$ cat config.mk
export PLATFORM = sky130hd
export DESIGN_NAME = change_dispenser
export DESIGN_NICKNAME = d
export VERILOG_FILES = /design/src/rtl/change_dispenser.sv
export SDC_FILE = /design/constraint.sdc
export NUM_CORES = 1
export LEC_CHECK = 0
export BUFFER_PORTS_ARGS = -buffer_cell sky130_fd_sc_hd__buf_2
export CAP_MARGIN = 5
export CORE_MARGIN = 3
export CORE_UTILIZATION = 55
export CTS_CLUSTER_SIZE = 8
export DETAILED_ROUTE_END_ITERATION = 12
export PLACE_DENSITY = 0.79
export SKIP_LAST_GASP = 1
export SYNTH_ARGS = -nofsm -noshare
export SYNTH_HDL_FRONTEND = slang
export SYNTH_SLANG_ARGS = --single-unit
export TNS_END_PERCENT = 100
$ cat constraint.sdc
create_clock -name clk -period 3.07 [get_ports clk]
set_clock_uncertainty 0.2 [all_clocks]
set_input_delay 0.4605 -clock clk [delete_from_list [all_inputs] [get_ports clk]]
set_output_delay 0.4605 -clock clk [all_outputs]
set_load 0.01 [all_outputs]
$ cat src/rtl/change_dispenser.sv
// ---------------------------------------------------------------------------
// change_dispenser
//
// Coin-return engine. Takes a money amount (refund or change) and ejects it
// as a sequence of physical coins, largest denomination first (20/10/5/1).
// Each coin is requested with a one-hot eject line that is held until the
// ejector acknowledges it. Consecutive requests are separated by PULSE_GAP
// idle cycles plus one select cycle, so a repeated denomination always shows
// a low gap.
//
// Parameters
//   AMT_W      width of amount / remaining (must be >= 5 so 20 is representable)
//   PULSE_GAP  idle cycles between consecutive coin requests (0 = no gap state)
//
// Ports
//   clk        system clock, rising edge
//   i_rst      asynchronous active-high reset
//   m_rst      synchronous machine reset, same effect as i_rst
//   start      dispense request, sampled only when idle
//   amount     value to return, latched on an accepted start
//   coin_ack   ejector confirms the current coin dropped
//   out_1/5/10/20  eject request per denomination (at most one high)
//   busy       high from accepted start until the transaction ends
//   done       one-cycle pulse at the end of a transaction
//   remaining  value still to be ejected
//   coins_out  coins ejected in the current/last transaction (saturating)
// ---------------------------------------------------------------------------
module change_dispenser #(
  parameter int AMT_W     = 8,
  parameter int PULSE_GAP = 2
) (
  input  logic             clk,
  input  logic             i_rst,
  input  logic             m_rst,
  input  logic             start,
  input  logic [AMT_W-1:0] amount,
  input  logic             coin_ack,
  output logic             out_1,
  output logic             out_5,
  output logic             out_10,
  output logic             out_20,
  output logic             busy,
  output logic             done,
  output logic [AMT_W-1:0] remaining,
  output logic [7:0]       coins_out
);

  localparam logic [1:0] S_IDLE   = 2'd0;
  localparam logic [1:0] S_SELECT = 2'd1;
  localparam logic [1:0] S_EJECT  = 2'd2;
  localparam logic [1:0] S_GAP    = 2'd3;

  // The gap counter runs from PULSE_GAP-1 down to 0.
  localparam int                GAP_W    = (PULSE_GAP > 1) ? $clog2(PULSE_GAP) : 1;
  localparam logic [GAP_W-1:0]  GAP_LOAD = (PULSE_GAP > 0) ? GAP_W'(PULSE_GAP - 1) : '0;

  logic [1:0]       state;
  logic [GAP_W-1:0] gap_cnt;

  // Denomination chosen from the current remaining value. remaining does not
  // change while a coin is outstanding, so the same value selected in SELECT
  // is the one subtracted on the acknowledge in EJECT.
  logic [AMT_W-1:0] denom;
  logic [3:0]       denom_onehot;   // {20, 10, 5, 1}
  logic [7:0]       coins_inc;

  always_comb begin
    // NOTE: every output of a combinational block gets a default first, so
    // no path leaves it unassigned and no latch is inferred.
    denom        = AMT_W'(1);
    denom_onehot = 4'b0001;
    if (remaining >= AMT_W'(20)) begin
      denom        = AMT_W'(20);
      denom_onehot = 4'b1000;
    end else if (remaining >= AMT_W'(10)) begin
      denom        = AMT_W'(10);
      denom_onehot = 4'b0100;
    end else if (remaining >= AMT_W'(5)) begin
      denom        = AMT_W'(5);
      denom_onehot = 4'b0010;
    end
  end

  assign coins_inc = (coins_out == 8'hFF) ? 8'hFF : coins_out + 8'd1;

  // NOTE: all state is updated with non-blocking assignments so every
  // register samples pre-edge values regardless of statement order.
  always_ff @(posedge clk or posedge i_rst) begin
    if (i_rst) begin
      state     <= S_IDLE;
      gap_cnt   <= '0;
      out_1     <= 1'b0;
      out_5     <= 1'b0;
      out_10    <= 1'b0;
      out_20    <= 1'b0;
      busy      <= 1'b0;
      done      <= 1'b0;
      remaining <= '0;
      coins_out <= '0;
    end else if (m_rst) begin
      // Abort: same values as the asynchronous reset, no done pulse.
      state     <= S_IDLE;
      gap_cnt   <= '0;
      out_1     <= 1'b0;
      out_5     <= 1'b0;
      out_10    <= 1'b0;
      out_20    <= 1'b0;
      busy      <= 1'b0;
      done      <= 1'b0;
      remaining <= '0;
      coins_out <= '0;
    end else begin
      done <= 1'b0;
      case (state)
        S_IDLE: begin
          if (start) begin
            coins_out <= '0;
            if (amount != '0) begin
              remaining <= amount;
              busy      <= 1'b1;
              state     <= S_SELECT;
            end else begin
              // Nothing to return: finish immediately without a coin.
              done <= 1'b1;
            end
          end
        end

        S_SELECT: begin
          {out_20, out_10, out_5, out_1} <= denom_onehot;
          state <= S_EJECT;
        end

        S_EJECT: begin
          // Leaving EJECT on the acknowledge means a held-high coin_ack
          // retires only the one coin of this entry.
          if (coin_ack) begin
            {out_20, out_10, out_5, out_1} <= 4'b0000;
            remaining <= remaining - denom;
            coins_out <= coins_inc;
            if (remaining == denom) begin
              busy  <= 1'b0;
              done  <= 1'b1;
              state <= S_IDLE;
            end else if (PULSE_GAP == 0) begin
              state <= S_SELECT;
            end else begin
              gap_cnt <= GAP_LOAD;
              state   <= S_GAP;
            end
          end
        end

        S_GAP: begin
          if (gap_cnt == '0) begin
            state <= S_SELECT;
          end else begin
            gap_cnt <= gap_cnt - GAP_W'(1);
          end
        end

        default: state <= S_IDLE;
      endcase
    end
  end

endmodule

# Yosys cells after proc, flatten, opt, wreduce, memory -nomap -nowiden
# Index checks and enable logic that the tools add are counted.
[op_classes] addsub=3 reduce_logical=11 magnitude_cmp=3 eq_ne=11 muxes=49
[ops] cell="$mux 8" count=8
[ops] cell="$pmux 8 s2" count=2
[ops] cell="$mux 1" count=19
[ops] cell="$ne 3x3->1 const B" count=6
[ops] cell="$mux 2" count=7
[ops] cell="$pmux 1 s2" count=7
[ops] cell="$reduce_bool 3->1" count=3
[ops] cell="$add 8x1->8 const B" count=1
[ops] cell="$eq 8x8->1" count=1
[ops] cell="$eq 8x8->1 const B" count=1
[ops] cell="$ge 8x3->1 const B" count=1
[ops] cell="$ge 8x4->1 const B" count=1
[ops] cell="$ge 8x5->1 const B" count=1
[ops] cell="$mux 4" count=2
[ops] cell="$pmux 2 s4" count=1
[ops] cell="$reduce_and 4->1" count=2
[ops] cell="$reduce_bool 8->1" count=1
[ops] cell="$sub 8x8->8" count=1
[ops] cell="$mux 3" count=2
[ops] cell="$reduce_and 3->1" count=2
[ops] cell="$mux 5" count=1
[ops] cell="$reduce_and 5->1" count=1
[ops] cell="$eq 2x2->1 const B" count=2
[ops] cell="$eq 2x1->1 const B" count=1
[ops] cell="other kinds (3)" count=3
[word_totals] elab_cells=87 inputBits=13 output_inout_bits=22 reg_bits=25

# Longest topological paths before layout
[logic_depth] ltp_word=9 depth_mapped=11 mapped_depth_nobuf=10

# Least setup slack after synthesis
# Ideal clock, no wire load.
[synth_timing] path_type="register to register" startpoint="register remaining[5]" endpoint="register state[1]" path_stages_with_launch=11 synth_period_minus_slack_ns=2.499 setup_slack_ns=0.571 path_buffers=1 arrival_time_ns=2.189 setup_ns=0.110 required_time_ns=2.760 cell_sequence="dfrtp_1 > nor4_1 > o21a_1 > nor2_1 > ha_1 > and3_1 > and4_1 > buf_2 > nor2b_1 > nor2_1 > o41ai_1"
[synth_between] elab_chain_len=9 word_cells_on_any_way=11 classes_between="order compare: 3; eq/ne: 1; mux: 7"
[synth_lines] item="start, declared" line="44" rtl="output logic [AMT_W-1:0] remaining,"
[synth_lines] item="start signal, assigned" line="119" rtl="remaining <= amount;"
[synth_lines] item="start signal, assigned" line="139" rtl="remaining <= remaining - denom;"
[synth_lines] item="$ge 8x3->1" line="78" rtl="end else if (remaining >= AMT_W'(5)) begin"
[synth_lines] item="$mux 3" line="78"
[synth_lines] item="$mux 4" line="75" rtl="end else if (remaining >= AMT_W'(10)) begin"
[synth_lines] item="$mux 5" line="72" rtl="if (remaining >= AMT_W'(20)) begin"
[synth_lines] item="$eq 8x8->1 (*)" line="141" rtl="if (remaining == denom) begin"
[synth_lines] item="$mux 2 (*)" line="141"
[synth_lines] item="$mux 2 (*)" line="137" rtl="if (coin_ack) begin"
[synth_lines] item="$pmux 2 s4 (*)" line="114" rtl="case (state)"
[synth_lines] item="$mux 2 (*)" line="100" rtl="end else if (m_rst) begin"
[synth_lines] item="end signal, assigned" line="102" rtl="state <= S_IDLE;"
[synth_lines] item="end signal, assigned" line="144" rtl="state <= S_IDLE;"
[synth_lines] item="end signal, assigned" line="146" rtl="state <= S_SELECT;"
[synth_lines] item="end, declared" line="57" rtl="logic [1:0] state;"
# Every way passes the cells marked *; elsewhere a longest branch is shown, timed or not. The select of a mux whose other input is x is not followed.
# A chain may end at the register's enable or synchronous reset.

# Worst setup path in the final report
# Ends and elaborated chain as after synthesis.

==> flow_summary.ini <==
[outcome]
outcome = finished, final reports clean

[sta]
fmax_ghz = 0.367
worst_slew_pin_slew_ps = 936
drv_slew = 0
setup_viol = 0
period_share_pct = 88.8
finalHoldViolCount = 0
whs_ps = 114
period_needed_ps = 2730
setup_tns_ps = 0
fin_ws_ps = 343
rsz0062_at_grt = false
maxSlewHeadroom_pct = 37.6

[yosys]
ys_async_sr_fraction_pct = 100
syn_nets = 234
synthCells = 210
yosysWarnings = 0
ys_seq_elements = 25
avgSynthCellArea_um2 = 8.66
ys_seq_area_share_pct = 34.4
syn_area_um2 = 1820
synth_cell_type_count = 49
synth_edf_count = 0
synth_flop_cell = dfrtp_1

[hold_path]
hp-class = input port to asynchronous set/reset pin

[clock_tree]
cts_tree = yes
cts-htree-levels = 1
cts_root_buf = clkbuf_4
clock-sinks = 25
clk_path_buf_depth = 2
clkSlewWorstSetupHoldPaths_ps = 150
clk_latency_ps = 330
hold_buffers = 0
cts_buffers = 3

[floorplan]
die_x_um = 63.5
die_h_um = 63.5
start_util_pct = 58.6
coreArea_um2 = 3100
rows = 20
io_pins = 35
die_area_um2 = 4030

[route]
viasPerCell = 5.85
drc = 0
firstDrtPassIters = 4
wl_um = 4140
ant_nets = 0
vias = 1667
drt_iter0_drc = 106
drt-wirelength-per-cell_um = 14.5

[power_and_ir_drop]
p_int_uw = 864
switchingPower_uw = 774
power_density_nw_per_um2 = 804
clock_power_share_pct = 9.6
swShare_pct = 47.3
max-vdd-ir-drop_mv = 0.523
p_comb_share_pct = 59.9
pwr-share-seq_pct = 30.5
p_leak_nw = 0.955

[critical_path]
worstPathRequired_ps = 3100
arrival_ps = 2760
end_kind = register
crit_path_start_kind = register
critPathKind = register to register
crit_path_max_fanout = 7

[global_route]
overflow = 0
antenna_found_initial = 0
grt_first_pass_wirelength_um = 7170
grt_max_degree = 29
grtUsageTotal_pct = 21.8
grt_pass1_vias = 1574

[run]
maxCapViolCount = 0

[placement]
place_ws_ps = 313
hpwl_um = 3090
routabilityCongestion = 0.899
port_buffers = 34
place_inst = 281

[final_layout]
area_delta_synth_final_pct = 12.1
fin_cells = 285
drive_gt1_share_pct = 20.7
diodes = 0
nNetsFinal = 266
==> per-stage QoR <==
stage | power (mW) | util [%] | area [um^2]
3_3_place_gp | 1.46 | 64.6 | 2010
5_1_grt | 1.78 | 65.7 | 2040
3_5_place_dp | 1.47 | 64.6 | 2010
4_1_cts | 1.63 | 65.5 | 2030
2_1_floorplan | 1.24 | - | 1820
6_report | 1.64 | 65.7 | 2040
==> final timing paths <==
check | slack, ps | endpoint | startpoint | depth (start not counted)
setup / recovery | 340 | state[1] | remaining[5] | 9
hold / removal | 110 | remaining[5] | i_rst | 2
setup reg to reg | 340 | state[1] | remaining[5] | 9
hold reg to reg | 320 | busy | busy | 2
max in group asynchronous | 1990 | out_5 | i_rst | 2
min in group clk | 200 | done | start | 3
==> power by group through the flow <==
stage / Clock [mW] / Combinational, mW / Sequential [mW]
after detailed placement: 0 / 0.968 / 0.502
after CTS: 0.157 / 0.976 / 0.497
after global routing: 0.174 / 1.09 / 0.516
after global placement: 0 / 0.956 / 0.500
after floorplan: 0 / 0.724 / 0.513
final: 0.158 / 0.981 / 0.500
==> flip-flops by register name, indices dropped and copies added, names as in the netlist <==
signal     cells
out_20         1
out_1          1
out_5          1
coins_out      8
done           1
gap_cnt        1
state          2
busy           1
out_10         1
remaining      8
==> routing by layer <==
layer	share of wire [%]	wire length, um	up-vias	global-route usage, %
met5	0	0	-	0
met1	48	2000	797	31.3
met3	5.5	227	8	2.14
met4	1.2	51	0	8.36
met2	45	1860	42	33.9
li1	-	-	820	-
==> what timing repair did <==
action,CTS,global route
resized for setup,0,1
hold endpoints to repair,0,0
endpoints found under the setup margin,0,1
setup buffers,0,0
==> synthesized netlist by cell type, drive strengths merged (2+ instances only) <==
| cell type | number | share of area (%) |
|---|---|---|
| dfrtp | 25 | 34 |
| nor3b | 3 | 1.2 |
| o31ai | 5 | 2.1 |
| o21ai | 26 | 7.4 |
| ha | 10 | 6.9 |
| o21a | 4 | 1.7 |
| inv | 17 | 3.5 |
| a21o | 3 | 1.2 |
| nand2 | 17 | 3.5 |
| a22o | 2 | 0.96 |
| mux2i | 5 | 2.8 |
| nor2b | 10 | 3.4 |
| nand2b | 2 | 0.83 |
| nand4b | 2 | 0.96 |
| nor3 | 5 | 1.4 |
| nor4 | 2 | 1.0 |
| a22oi | 2 | 0.83 |
| nand3 | 4 | 1.1 |
| and3 | 5 | 1.8 |
| a31oi | 8 | 3.6 |
| nor2 | 14 | 2.9 |
| a21oi | 13 | 3.8 |
| a41oi | 2 | 1.4 |
| and2 | 2 | 0.69 |
| buf | 7 | 2.3 |
==> logic make-up after synthesis <==
| kind of cell | after synthesis | share of synthesized area [%] |
|---|---|---|
| compound gates | 71 | 26.4 |
| xor+xnor | 1 | 0.482 |
| fa+ha+maj | 11 | 7.98 |
| buf+inv | 25 | 5.99 |
| flops | 25 | 34.4 |
| mux | 5 | 2.75 |
| simple gates | 72 | 22.0 |
==> final cells by class <==
cell class / instances / area (um^2)
Multi-Input combinational cell: 160 / 1090
Clock buffer: 4 / 26.3
Fill cell: 291 / 1060
Tap cell: 44 / 55.1
Inverter: 17 / 63.8
Sequential cell: 25 / 626
Timing Repair Buffer: 35 / 178
==> layout by cell type (no fill, tap or decap), drive strengths merged, types with 2 or more instances in the layout <==
cell type	Yosys	layout
nand2b	2	2
a41oi	2	2
nand2	17	17
o21a	4	4
nand3	4	4
ha	10	10
a22oi	2	2
and3	5	5
o21ai	26	26
nor2	14	14
nor3	5	5
a22o	2	2
inv	17	17
buf	7	35
a21oi	13	13
mux2i	5	5
nor3b	3	3
clkbuf	1	4
o31ai	5	5
nor4	2	2
nand4b	2	2
a31oi	8	8
dfrtp	25	25
a21o	3	3
nor2b	10	10
and2	2	2
==> worst max-delay path: stages (launching register included) <==
cell and delay (ps):
dfrtp_1 460, nor3_1 380, o21a_1 270, inv_1 90, ha_1 360, and3_1 190, and4_1 270, nor2b_1 130
nor2_1 50, o41ai_1 230
(Power assumes the default switching activity.)
